===== config.mk =====
export PLATFORM = sky130hd
export DESIGN_NAME = accumulator_unit
export DESIGN_NICKNAME = d
export VERILOG_FILES = /design/src/rtl/accumulator_unit.sv
export SDC_FILE = /design/constraint.sdc
export NUM_CORES = 1
export LEC_CHECK = 0
export CORE_MARGIN = 2
export CORE_UTILIZATION = 50
export CTS_BUF_LIST = sky130_fd_sc_hd__clkbuf_16
export DETAILED_ROUTE_END_ITERATION = 16
export PLACE_DENSITY = 0.77
export RECOVER_POWER = 100
export SLEW_MARGIN = 20
export SYNTH_ARGS = -nofsm -noshare
export SYNTH_HDL_FRONTEND = slang
export SYNTH_SLANG_ARGS = --single-unit

===== constraint.sdc =====
create_clock -name clk -period 3.1 [get_ports clk]
set_input_delay 0.31 -clock clk [delete_from_list [all_inputs] [get_ports clk]]
set_output_delay 0.31 -clock clk [all_outputs]
set_load 0.02 [all_outputs]

===== src/rtl/accumulator_unit.sv =====
// MEH16 accumulator register: loads A, runs INC/DEC/NOT in one cycle and
// shifts/rotates one bit per clock, reporting the carry with a one-cycle done pulse.
module accumulator_unit #(
  parameter int WIDTH = 16,
  parameter int CNT_W = $clog2(WIDTH)
) (
  input  logic             clk,
  input  logic             rst,
  input  logic [WIDTH-1:0] data_in,
  input  logic             a_load,
  input  logic             start,
  input  logic [2:0]       op,
  input  logic [CNT_W-1:0] count,
  output logic [WIDTH-1:0] a_out,
  output logic             a_c_flag,
  output logic             busy,
  output logic             done
);

  localparam logic [2:0] OP_SHL = 3'd0;
  localparam logic [2:0] OP_SHR = 3'd1;
  localparam logic [2:0] OP_ASR = 3'd2;
  localparam logic [2:0] OP_ROL = 3'd3;
  localparam logic [2:0] OP_ROR = 3'd4;
  localparam logic [2:0] OP_INC = 3'd5;
  localparam logic [2:0] OP_DEC = 3'd6;
  localparam logic [2:0] OP_NOT = 3'd7;
  localparam int         W1     = WIDTH + 1;

  typedef enum logic [1:0] {S_IDLE, S_SHIFT, S_DONE} state_t;

  state_t           state_q, state_d;
  logic [WIDTH-1:0] a_q, a_d;
  logic             c_q, c_d;
  logic [2:0]       op_q, op_d;
  logic [CNT_W-1:0] rem_q, rem_d;
  logic [WIDTH-1:0] sh_a;
  logic             sh_c;

  // One-bit step of the latched shift/rotate; C takes the bit that falls off.
  always_comb begin
    sh_a = a_q;
    sh_c = c_q;
    case (op_q)
      OP_SHL: begin sh_a = {a_q[WIDTH-2:0], 1'b0};       sh_c = a_q[WIDTH-1]; end
      OP_SHR: begin sh_a = {1'b0, a_q[WIDTH-1:1]};       sh_c = a_q[0];       end
      OP_ASR: begin sh_a = {a_q[WIDTH-1], a_q[WIDTH-1:1]}; sh_c = a_q[0];     end
      OP_ROL: begin sh_a = {a_q[WIDTH-2:0], a_q[WIDTH-1]}; sh_c = a_q[WIDTH-1]; end
      OP_ROR: begin sh_a = {a_q[0], a_q[WIDTH-1:1]};     sh_c = a_q[0];       end
      default: ;
    endcase
  end

  always_comb begin
    state_d = state_q;
    a_d     = a_q;
    c_d     = c_q;
    op_d    = op_q;
    rem_d   = rem_q;
    if (state_q == S_SHIFT) begin
      a_d   = sh_a;
      c_d   = sh_c;
      rem_d = rem_q - CNT_W'(1);
      if (rem_q == CNT_W'(1)) state_d = S_DONE;
    end else begin
      state_d = S_IDLE;
      // A load wins over a simultaneous start, and the start is dropped.
      if (a_load) begin
        a_d = data_in;
      end else if (start) begin
        state_d = S_DONE;
        case (op)
          OP_INC: {c_d, a_d} = {1'b0, a_q} + W1'(1);
          OP_DEC: begin a_d = a_q - WIDTH'(1); c_d = (a_q == '0); end
          OP_NOT: a_d = ~a_q;
          default: begin
            if (count != '0) begin
              op_d    = op;
              rem_d   = count;
              state_d = S_SHIFT;
            end
          end
        endcase
      end
    end
  end

  always_ff @(posedge clk or posedge rst) begin
    if (rst) begin
      state_q <= S_IDLE;
      a_q     <= '0;
      c_q     <= 1'b0;
      op_q    <= '0;
      rem_q   <= '0;
    end else begin
      state_q <= state_d;
      a_q     <= a_d;
      c_q     <= c_d;
      op_q    <= op_d;
      rem_q   <= rem_d;
    end
  end

  assign a_out    = a_q;
  assign a_c_flag = c_q;
  assign busy     = (state_q == S_SHIFT);
  assign done     = (state_q == S_DONE);

endmodule

==> results.md <==
- Final wirelength: roughly 7400 µm
- Cell variety after synth: 60
- Grt ovf: 0
- Setup TNS: 0 ps
- Predominant post-synthesis flop cell: dfrtp_1
- Startpoint types: register
- YS warnings: 0
- #FFs+latches synth: 26
- Synth Area in Compound Gates: 29.3%
- H-tree depth: 1
- Area share of fa/ha/maj cells after synthesis: a little over 2%
- IO Port Bufs: 45
- Final instance count without filler cells: 420
- Combinational share of power: about three fifths
- Clock transition at path regs: 70 ps
- Sequential fraction of the synthesis area: 26.2%
- Top cells by count, synth: 37 x o21ai_0, 34 x nand2_1, 31 x nor2_1, 26 x dfrtp_1, 20 x a21oi_1
- CP most frequent cell: nor4_1
- Clk network pwr share: between 10% and 20%
- Layout area overhead: 20.3%
- Final hold violation count: 0
- First-pass GRT wire length: roughly 12000 µm
- Leak: between 1 and 1.5 nW
- Post-synth top area cell: dfrtp_1
- Share of cells above drive strength 1: under 10%
- Cell internal pwr: between 1.5 and 2 mW
- Crit-path cells: clkbuf_1, nor4_1, nand4_1, nor4_1, a221oi_1, a21o_1, a211o_1
- Top fanout value on the critical path: 8
- CP endpoint kind: register
- Synth Net Count: 355
- Layout Skew: approximately 5.4 ps
- Gp weighted congestion: slightly above 0.9
- Router iterations before antenna repair: 5
- R2r setup slk: between 500 and 600 ps
- Slowest-stage cell, CP: nor4_1
- Detailed-route via count: approximately 2700
- Total core area: ~0.0048 mm²
- Seq pwr share: a little over a quarter
- Dominant delay contributor by cell family on the critical path: simple AND/OR/NAND/NOR gates
- TritonCTS buffer count: 3
- Post-route DRC: 0
- Post-synthesis mux area share: under 10%
- Die area: between 0.005 and 0.006 mm²
- Diodes inserted: 0
- Tot Pwr: around 3.3 mW
- VDD IR max: between 0.5 and 0.6 mV
- CTS root buf: clkbuf_16
- Post-Synth Simple-Gate Area: between 20% and 30%
- Slew @ Worst Pin: between 1000 and 1500 ps
- Post-detail-place hpwl: about 5200 µm
- Number of I/O pins: 46
- FFs w/ async S/R, synth: 100%
- Outcome: complete, no violations
- Post-CTS setup buffer count: 0
- Fin crit share: between 80% and 90%
- Finished Core Util: 62.9%
- Post-synth EDFFs: 0
- Crit Path Class: register to register
- Dpl cells: between 400 and 500
- Synth top area cells: dfrtp_1 26%, o21ai_0 7.4%, nand2_1 5.1%, mux2i_1 4.8%, nor2_1 4.7%
- Clock Path Buffers: 2
- Tot GR Track Use: between 20% and 30%
- Syn_area_per_cell: roughly 7.7 µm²
- Largest family of logic cells by synthesized area: compound AO/OA/AOI/OAI gates
- Max Fclk: roughly 400 MHz
- Switching part of the total: about half
- Hold buffers post-CTS: 0
- CP peak stage delay: 600 ps
- Post-Syn Area: ~0.0025 mm²
- RSZ-0062 raised after global routing: false
- Layout Nets: roughly 390
- Fin. max-slew vios: 0
- Worst relative slew slack: around 29%
- Hold Path Class: register to register
- Number of placement rows: 25
- Fill count: 443
- Final min period: 2500 ps
- Initial antenna violation count: 0
- Pwr Density: roughly 1100 mW/mm²
- TritonCTS clock tree: yes
- Top-count cell post-synth: o21ai_0
- Synth top area share: 26.2%
- Clock Latency Late Sink: 270 ps
- Arr. time, crit path: between 2000 and 3000 ps
- ANT nets after route: 0
- Crit path buf inv count: 1
- Initial DRC count: 232
- Maxcap violations: 0
- Post-Synthesis Cells: 324
- Chip Height: ~75 µm
- CTS resizes: 0
- Starting Density: a little over half
- Final setup viols: 0
- DR WL/cell: around 18 µm
- Xor-xnor portion of the synthesized cell area: 1.36%
- CP required: about 3300 ps
- Die X-Extent: approximately 75 µm
- Vias per cell: about 6.3
- Largest net degree at the start of global routing: 31
- Psw: about 1.6 mW
- Number of global-route vias before repair: 2385
- CTS Sinks: 26
## state kept, by name, indices dropped and copies added (netlist names)
signal	cells
a_c_flag	1
a_out	16
op_q	3
rem_q	4
state_q	2
## cell type report
cell class | count | area [µm²] | share of cell area, %
clock inverters | 1 | 30.0 | 1.00
repair buffers | 55 | 518 | 17.3
inverters | 11 | 41.3 | 1.38
flip-flops and latches | 26 | 651 | 21.8
multi-input cells | 257 | 1590 | 53.2
well taps | 67 | 83.8 | 2.80
clock buffers | 3 | 75.1 | 2.51
## kinds of logic (layout without fill, tap and decap cells)
group                      after synthesis  count (layout)
adders and majority gates                4               4
DFF                                     26              26
and+or+nand+nor                        120             120
xor gates and xnor gates                 3               3
muxes                                   18              18
buffers and inverters                   41              70
AOI/OAI and AO/OA                      112             112
## worst reg2reg max path, delay by kind of cell, from the launching register on
kind	cells	cell delay, ps
AND/OR/NAND/NOR	3	1080
flip-flops	1	480
AO/OA/AOI/OAI	3	600
buffers and inverters	1	240
## per-layer routing
metal | track usage, % | routed length, µm | vias to the layer above | share of wire, %
met3 | 2.57 | 446 | 6 | 6.0
met1 | 38.6 | 3320 | 1286 | 45
li1 | - | - | 1260 | -
met5 | 0 | 0 | - | 0
met4 | 6.35 | 59 | 0 | 0.80
met2 | 44.3 | 3580 | 113 | 48
## power by group through the flow
stage / clock (mW) / combinational (mW) / sequential (mW)
CTS: 0.390 / 2.07 / 0.886
finish: 0.390 / 2.01 / 0.880
global placement: 0 / 2.04 / 0.882
global route: 0.404 / 2.20 / 0.916
floorplan: 0 / 1.60 / 0.774
detailed placement: 0 / 2.05 / 0.891
## per-stage QoR
stage | cell area, µm² | hold WS, ps | setup slack [ps]
final | 2990 | 529 | 597
after global routing | 2990 | 573 | 373
after floorplan | 2490 | 350 | 1020
after detailed placement | 2920 | 514 | 698
after CTS | 3030 | 529 | 697
after global placement | 2920 | 505 | 760
## final timing paths
kind,endpoint,cells after the start,startpoint
max,a_out[13],7,a_out[0]
max in group asynchronous,rem_q[2],2,rst
min,rem_q[1],2,rem_q[1]
min reg2reg,rem_q[1],2,rem_q[1]
min in group asynchronous,a_out[6],2,rst
max reg2reg,a_out[13],7,a_out[0]
## layout by cell type (no fill, tap or decap), drive strengths merged, types with 6 or more instances in the layout
cell type / count
dlygate4sd3: 21
mux2i: 12
o21ai: 41
nor3: 10
a211oi: 6
nor2: 31
nor4: 8
inv: 11
buf: 8
mux2: 6
clkdlybuf4s50: 24
dfrtp: 26
nand3: 13
a21oi: 21
nand2: 34
Power figures use the tool's default switching activity.
